==> src/rtl/au_pkg.sv <==
// Shared types and sizing for the au_div fixed-point divider.
// Optional rounding is enabled with the AU_DIV_ROUND_EN macro.
`timescale 1ns/1ps
package au_pkg;

    typedef enum logic [1:0] {
        IDLE = 2'd0,
        RUN  = 2'd1,
        DONE = 2'd2
    } au_state_t;

    localparam int AU_WIDTH_1 = 4;
    localparam int AU_WIDTH_2 = 4;

`ifdef AU_DIV_ROUND_EN
    localparam int AU_ROUND_EXTRA = 1;
`else
    localparam int AU_ROUND_EXTRA = 0;
`endif

    // Restoring steps per division, guard-bit step included when rounding.
    function automatic int au_div_iters(input int w1, input int w2);
        return w1 + 2 * w2 + AU_ROUND_EXTRA;
    endfunction

endpackage

==> src/rtl/au_div_step.sv <==
// One combinational restoring-division step.
// Shifts a dividend bit into the remainder and conditionally subtracts.
`timescale 1ns/1ps
module au_div_step #(
    parameter int N = 8
) (
    input  logic [N-1:0] rem,
    input  logic [N-1:0] divisor,
    input  logic         bit_in,
    output logic [N-1:0] rem_next,
    output logic         q_bit
);

    logic [N:0] shifted;

    // Remainder after subtraction is below divisor, so N bits suffice.
    always_comb begin
        shifted  = {rem, bit_in};
        q_bit    = (shifted >= {1'b0, divisor});
        rem_next = shifted[N-1:0] - (q_bit ? divisor : '0);
    end

endmodule

==> src/rtl/au_div.sv <==
// Sequential unsigned fixed-point divider, one quotient bit per cycle.
// Define AU_DIV_ROUND_EN for round-half-up via an extra guard step.
`timescale 1ns/1ps
module au_div
    import au_pkg::*;
#(
    parameter int WIDTH_1 = AU_WIDTH_1,
    parameter int WIDTH_2 = AU_WIDTH_2
) (
    input  logic               clk,
    input  logic               rst,
    input  logic               start,
    input  logic [WIDTH_1-1:0] x_int,
    input  logic [WIDTH_2-1:0] x_frac,
    input  logic [WIDTH_1-1:0] y_int,
    input  logic [WIDTH_2-1:0] y_frac,
    output logic               busy,
    output logic               done,
    output logic [WIDTH_1-1:0] result_int,
    output logic [WIDTH_2-1:0] result_frac,
    output logic               zero,
    output logic               overflow,
    output logic               div_by_zero
);

    localparam int N    = WIDTH_1 + WIDTH_2;
    localparam int QW   = N + WIDTH_2;
    localparam int ITER = au_div_iters(WIDTH_1, WIDTH_2);
    localparam int CW   = $clog2(ITER + 1);

    au_state_t state, state_next;

    logic [N-1:0]    dvs;
    logic [N-1:0]    rem;
    logic [ITER-1:0] dvd;
    logic [ITER-2:0] quo;
    logic [CW-1:0]   cnt;
    logic            dbz_pend;

    logic [N-1:0]    rem_next;
    logic            q_bit;
    logic [ITER-1:0] quo_next;
    logic [QW:0]     q_full;
    logic            ovf_w;
    logic            accept;
    logic            y_zero;
    logic            last;

    au_div_step #(.N(N)) u_step (
        .rem      (rem),
        .divisor  (dvs),
        .bit_in   (dvd[ITER-1]),
        .rem_next (rem_next),
        .q_bit    (q_bit)
    );

    // Handshake decode and final quotient assembly.
    always_comb begin
        accept   = start && (state == IDLE || state == DONE);
        y_zero   = ({y_int, y_frac} == '0);
        last     = (state == RUN) && (cnt == CW'(1));
        quo_next = {quo, q_bit};
`ifdef AU_DIV_ROUND_EN
        q_full   = {1'b0, quo_next[ITER-1:1]}
                 + {{QW{1'b0}}, quo_next[0]};
`else
        q_full   = {1'b0, quo_next};
`endif
        ovf_w    = |q_full[QW:N];
    end

    // State register.
    always_ff @(posedge clk or posedge rst) begin
        if (rst) state <= IDLE;
        else     state <= state_next;
    end

    // Next-state logic and status outputs.
    always_comb begin
        state_next = state;
        busy       = 1'b0;
        done       = 1'b0;
        case (state)
            IDLE: begin
                if (start) state_next = RUN;
            end
            RUN: begin
                busy = 1'b1;
                if (cnt == CW'(1)) state_next = DONE;
            end
            DONE: begin
                done       = 1'b1;
                state_next = start ? RUN : IDLE;
            end
            default: state_next = IDLE;
        endcase
    end

    // Datapath; a zero divisor makes one short pass through RUN.
    always_ff @(posedge clk or posedge rst) begin
        if (rst) begin
            dvs         <= '0;
            rem         <= '0;
            dvd         <= '0;
            quo         <= '0;
            cnt         <= '0;
            dbz_pend    <= 1'b0;
            result_int  <= '0;
            result_frac <= '0;
            zero        <= 1'b0;
            overflow    <= 1'b0;
            div_by_zero <= 1'b0;
        end else if (accept) begin
            dvs      <= {y_int, y_frac};
            dvd      <= {x_int, x_frac, {(ITER-N){1'b0}}};
            rem      <= '0;
            quo      <= '0;
            cnt      <= y_zero ? CW'(1) : CW'(ITER);
            dbz_pend <= y_zero;
        end else if (state == RUN) begin
            dvd <= dvd << 1;
            rem <= rem_next;
            quo <= quo_next[ITER-2:0];
            cnt <= cnt - CW'(1);
            if (last) begin
                if (dbz_pend) begin
                    {result_int, result_frac} <= '1;
                    zero        <= 1'b0;
                    overflow    <= 1'b1;
                    div_by_zero <= 1'b1;
                end else begin
                    {result_int, result_frac} <= q_full[N-1:0];
                    zero        <= (q_full[N-1:0] == '0);
                    overflow    <= ovf_w;
                    div_by_zero <= 1'b0;
                end
            end
        end
    end

endmodule
==> config.mk <==
export PLATFORM = sky130hd
export DESIGN_NAME = au_div
export DESIGN_NICKNAME = d
export VERILOG_FILES = /design/src/rtl/au_pkg.sv /design/src/rtl/au_div_step.sv /design/src/rtl/au_div.sv
export SDC_FILE = /design/constraint.sdc
export NUM_CORES = 1
export LEC_CHECK = 0
export ABC_CLOCK_PERIOD_IN_PS = 2800
export CELL_PAD_IN_SITES_DETAIL_PLACEMENT = 1
export CELL_PAD_IN_SITES_GLOBAL_PLACEMENT = 1
export CORE_ASPECT_RATIO = 1.1
export CORE_MARGIN = 5
export CORE_UTILIZATION = 30
export DETAILED_ROUTE_END_ITERATION = 7
export MAX_ROUTING_LAYER = met4
export PLACE_DENSITY_LB_ADDON = 0.15
export SKIP_CTS_REPAIR_TIMING = 1
export SYNTH_ARGS = -nofsm -noshare
export SYNTH_HDL_FRONTEND = slang
export SYNTH_SLANG_ARGS = --single-unit
==> constraint.sdc <==
create_clock -name clk -period 2.8 [get_ports clk]
set_input_delay 0.28 -clock clk [delete_from_list [all_inputs] [get_ports clk]]
set_output_delay 0.28 -clock clk [all_outputs]
set_load 0.02 [all_outputs]
* Word-level counts from Yosys, hierarchy flattened
Cells that the tools add are included.
** Operators by class
- Reduce and logical (&&, ||, !) cells :: 10
- Multiplexer cells :: 21
- Multipliers :: 0
- Order comparisons :: 1
- Divide/modulo/power cells :: 0
- Bitwise gates (word level) :: 1
- Shift operators :: 0
- Eq/ne operators :: 5
- $add $sub $neg :: 2
** Operators by type and width (count)
- $mux 12 :: 2
- $mux 8 :: 3
- $mux 11 :: 2
- $mux 4 :: 5
- $logic_not 8->1 :: 2
- $ge 9x8->1 :: 1
- $sub 8x8->8 :: 1
- $mux 1 :: 6
- $pmux 2 s3 :: 1
- $eq 4x1->1 const B :: 1
- $mux 2 :: 2
- $ne 2x2->1 const B :: 2
- $reduce_or 4->1 :: 1
- $sub 4x1->4 const B :: 1
- $reduce_and 3->1 :: 1
- $eq 2x1->1 const B :: 1
- $eq 2x2->1 const B :: 1
- $logic_and 1x1->1 :: 2
- $logic_not 2->1 :: 1
- $reduce_and 2->1 :: 1
- $reduce_bool 2->1 :: 1
- $logic_or 1x1->1 :: 1
- $not 1->1 :: 1
** Word-level totals
- Input bits :: 19
- Word-level logic and storage cells :: 52
- RAM bits :: 0
- Bits in registers :: 57
- ROM bits :: 0
- Output and inout bits :: 13
- Memories kept :: 0
- Bits in latches :: 0

* Depth between registers and ports, before layout
Gate-level depths: netlist of the first run.
- Depth after elaboration :: 5
- Mapped depth :: 16
- Gate-level depth less buffers :: 15

* Cells and area by module
From an unflattened synthesis of the first run, not the netlist that was laid out.
** Second synthesis, totals
- Cell total of the unflattened synthesis :: 283
- Area total of the unflattened synthesis :: 2815.2 um^2
** By module, submodules not included
- au_div :: cells each 203, area each 2253.4 um^2, instances 1
- au_div_step :: cells each 80, area each 561.8 um^2, instances 1

* Worst setup path after synthesis of the first run
Ideal clock, no wire load.
- Path kind :: reg-to-reg
- Start point :: register rem[0]
- End point :: register rem[6]
- Buffers on the path :: 1
- Data required time :: 2677 ps
- Cell stages (with the launch flop) :: 16
- Path slack :: -168 ps
- Arrival :: 2845 ps
- Setup time :: 123 ps
- Cell sequence :: dfrtp_1 > ha_1 > nand2_1 > o211a_1 > o21ai_1 > buf_2 > and2_1 > ha_1 > inv_1 > fa_1 > a21o_1 > a21oi_1 > o21bai_1 > a21oi_1 > xor2_1 > o21ai_1
** Between the ends
- Cells in the longest elaborated chain, start to end :: 5
** Ends and longest elaborated chain
- from (decl) :: RTL line au_div.sv:34 : logic [N-1:0] rem;
- from (signal assigned) :: RTL line au_div.sv:122 : rem <= rem_next;
- $ge 9x8->1 :: RTL line au_div_step.sv:19 : q_bit = (shifted >= {1'b0, divisor});
- $mux 8 :: RTL line au_div_step.sv:20 : rem_next = shifted[N-1:0] - (q_bit ? divisor : '0);
- $sub 8x8->8 (*) :: RTL line au_div_step.sv:20
- $mux 8 (*) :: RTL line au_div.sv:120 : end else if (state == RUN) begin
- $mux 8 (*) :: RTL line au_div.sv:113 : end else if (accept) begin
Every way passes the cells marked *; elsewhere a longest branch is shown, timed or not. The select of a mux whose other input is x is not followed.
A chain may end at the register's enable or synchronous reset.

* Worst setup path in the final report of the first run
- Start point :: register dvs[0]
- End point :: register rem[6]
** Between the ends
- Cells in the longest elaborated chain, start to end :: 5
** Ends and longest elaborated chain
- from (decl) :: RTL line au_div.sv:33 : logic [N-1:0] dvs;
- from (signal assigned) :: RTL line au_div.sv:114 : dvs <= {y_int, y_frac};
- $ge 9x8->1 :: RTL line au_div_step.sv:19
- $mux 8 (*) :: RTL line au_div_step.sv:20
- $sub 8x8->8 (*) :: RTL line au_div_step.sv:20
- $mux 8 (*) :: RTL line au_div.sv:120
- $mux 8 (*) :: RTL line au_div.sv:113
Marks and branches as above.

==> summary.txt, run 1 <==
Pre-CTS WS: -0.09462 ns
Synth Cell Area: 0.002614 sq mm
Final Net Count: 370
Yosys reg bits: 53
Failing checks: setup timing
Startpoint types: flop
P_sw: 2.033 mW
Worst-path cell chain: ha_4 > nor2b_2 > o211a_4 > o21ai_4 > and2_4 > ha_1 > inv_1 > fa_2 > a21o_1 > a21oi_2 > o21bai_1 > a21oi_1 > xor2_1 > o21ai_1
Critical path type: reg -> reg
Worst slew pin tran: 0.5459 ns
CP Buf/Inv Count: 1
Fmax achieved: 350.5 MHz
CP max stage delay: 0.43 ns
Post-synth EDFFs: 0
Fin crit period: 2.853 ns
Die Area: 0.01068 sq mm
Total power draw: 4.973 mW
CP top delay family: compound AO/OA/AOI/OAI gates
Via count: 2,088
Root Buffer: clkbuf_8
Most common cell after layout, fill and taps aside: dfrtp_1
Pint: 2.939 mW
H-tree depth: 2
Area added between synthesis and finish: 36.38%
CTS Sinks: 53
CP Capture Type: flop
Final period utilization: 101.9%
Synth top area share: 50.74%
Critical path startpoint: dvs[0]
Power Dens Cells: 1395 mW/mm^2
Synth Flop Type: dfrtp_1
Initial antenna violation count: 0
Total clock buffers created by CTS: 5
RSZ-0062 raised after global routing: true
Final Instance Area: 0.003565 sq mm
TritonCTS clock tree: built
Input/output buffers: 31
Status: finished with violations
WL final: 6484 um
Synth top area cells: dfrtp_1 51%, ha_1 8.6%, nand2_1 7.9%, o21ai_1 4.4%, a22o_1 4.4%
Clock network power share: 10.9%
RR Startpoint: dvs[0]
Register area share after synthesis: 50.74%
First-pass GRT wire length: 10,900 um
Die W: 99.00 um
Async S/R FF share, synth: 100.0%
Crit-path max FO: 5
Grt total ovfl: 0
Clock transition at path regs: 0.11 ns
Vias in the first global route: 2,245
Gpl congestion: 0.8114
Multi-input gate area: 0.001319 sq mm
Fill count: 963
Routed vias/inst: 4.703
Die Y: 107.9 um
IO Count: 32
Util after Layout: 42.18%
Pins Over Slew Limit: 0
Share of cells above drive strength 1: 23.42%
Tot GR Track Use: 13.14%
Setup slack, reg-to-reg: -0.05 ns
Cell leakage power: 1.610 nW
Setup ws final: -0.05278 ns
Placed Area: 0.003274 sq mm
Yosys top cell by area: dfrtp_1
HP Class: in -> async
Max-cap violations: 0
DP HPWL: 4713 um
Worst Skew: 0.008026 ns
Hold_ws: 0.3330 ns
Routed Antenna Nets: 0
Residual DRC: 0
Clock Latency Late Sink: 0.31 ns
Initial DRC count: 20
Reg area: 0.001326 sq mm
Worst-case reg-to-reg path depth: 14
WL/cell: 14.60 um
Initial Util: 30.93%
Commonest cells after routing, fill and taps aside: 53 x dfrtp_1, 52 x nand2_1, 36 x buf_4, 31 x clkdlybuf4s50_1, 21 x o21ai_1
Distinct cell type count after synthesis: 40
Final hold viol count: 0
Post-Syn Nets: 306
Worst vdd ir: 0.3991 mV
Sequential Power Share: 28.3%
Setup Viol. Count Final: 1
Cell count after synthesis: 268
Yosys warns: 0
FP Rows: 35
Logic pwr share: 60.8%
CP Depth: 14
Core ar.: 0.008452 sq mm
First-pass DRT Iterations: 4
Clk buf depth: 2
Relative max-transition margin: 63.27%
Critical Path AT: 3.06 ns
Largest net degree at the start of global routing: 54
Slowest stage cell, crit path: dfrtp_1
Synthesized area per cell: 9.753 sq um
Net Sw Frac: 40.89%
Worst setup path endpoint: rem[6]
Worst Path Required: 3.00 ns
ANT cells: 0
Reg2reg end: rem[6]
[worst min-delay path by stage]
stage / slack, ns / start / endpoint / cells past startpoint
finish: 0.33 / rst / dvd[10] / 3
global route: 0.36 / rst / rem[7] / 3
CTS: 0.34 / rst / dvd[10] / 3
detailed placement: 0.47 / dvd[10] / dvd[10] / 2
global placement: 0.47 / dvd[7] / dvd[7] / 2
floorplan: 0.39 / y_frac[0] / dvs[0] / 2
[layout make-up]
type                       count  area share [%]
multi-input combinational    188           37.00
timing repair buffer          69           17.16
inverter                      15           1.580
tap                          111           3.896
clock buffer                   5           1.931
clock inverter                 3           1.229
sequential                    53           37.21
[synthesized netlist by cell type (4+ instances only)]
master and instances:
nand2_1 55, dfrtp_1 53, o21ai_1 23, ha_1 18, nor2_1 16, a22o_1 13
inv_1 13, o21ai_0 9, a21oi_1 6, a22oi_1 6, clkbuf_1 6, xnor2_1 5
buf_2 4, nor4_1 4
[cell families after synthesis]
logic type	count (synthesis)	share of synthesized area [%]
fa+ha+maj	19	9.383
flops	53	50.74
buf+inv	27	4.213
compound gates	70	17.66
simple gates	91	15.32
xor+xnor	8	2.681
[stage by stage]
stage | setup TNS, ns | instances
floorplan | 0 | 268
detailed placement | -0.1428 | 430
global route | -0.3008 | 444
global placement | 0 | 430
finish | -0.05278 | 444
CTS | -0.2143 | 438
[per-layer routing]
metal | part of all wire, % | routed length, um | global-route usage (%)
met4 | 0.97 | 63 | 2.927
met3 | 2.6 | 168 | 2.139
met1 | 49 | 3186 | 17.03
met5 | 0 | 0 | -
met2 | 47 | 3064 | 21.69
[worst register-to-register path, cell delays in order (launching register included)]
cell and delay [ns]:
dfrtp_1 0.43, ha_4 0.17, nor2b_2 0.15, o211a_4 0.26, o21ai_4 0.22, and2_4 0.19, ha_1 0.14, inv_1 0.05
fa_2 0.34, a21o_1 0.18, a21oi_2 0.16, o21bai_1 0.08, a21oi_1 0.15, xor2_1 0.16, o21ai_1 0.07
[power by group through the flow]
| stage | clock [mW] | combinational (mW) | sequential, mW |
|---|---|---|---|
| finish | 0.543 | 3.02 | 1.41 |
| global placement | 0 | 2.70 | 1.40 |
| detailed placement | 0 | 2.75 | 1.42 |
| CTS | 0.567 | 2.77 | 1.40 |
| floorplan | 0 | 1.70 | 1.42 |
| global route | 0.591 | 3.39 | 1.46 |
[sequential cells by signal (all words and copies together), names as in the netlist]
signal,flops
dbz_pend,1
dvd,8
result_frac,4
zero,1
quo,11
result_int,4
state,2
dvs,8
cnt,4
div_by_zero,1
overflow,1
rem,8
(Power assumes the default switching activity.)
==> run 2, diff against run 1 <==
--- a/config.mk
+++ b/config.mk
@@ -12,6 +12,7 @@
 export CORE_MARGIN = 5
 export CORE_UTILIZATION = 30
 export DETAILED_ROUTE_END_ITERATION = 7
+export GPL_TIMING_DRIVEN = 1
 export MAX_ROUTING_LAYER = met4
 export PLACE_DENSITY_LB_ADDON = 0.15
 export SKIP_CTS_REPAIR_TIMING = 1
==> results of run 2 <==
No change in the layout: final DEF, timing and power equal those of run 1.
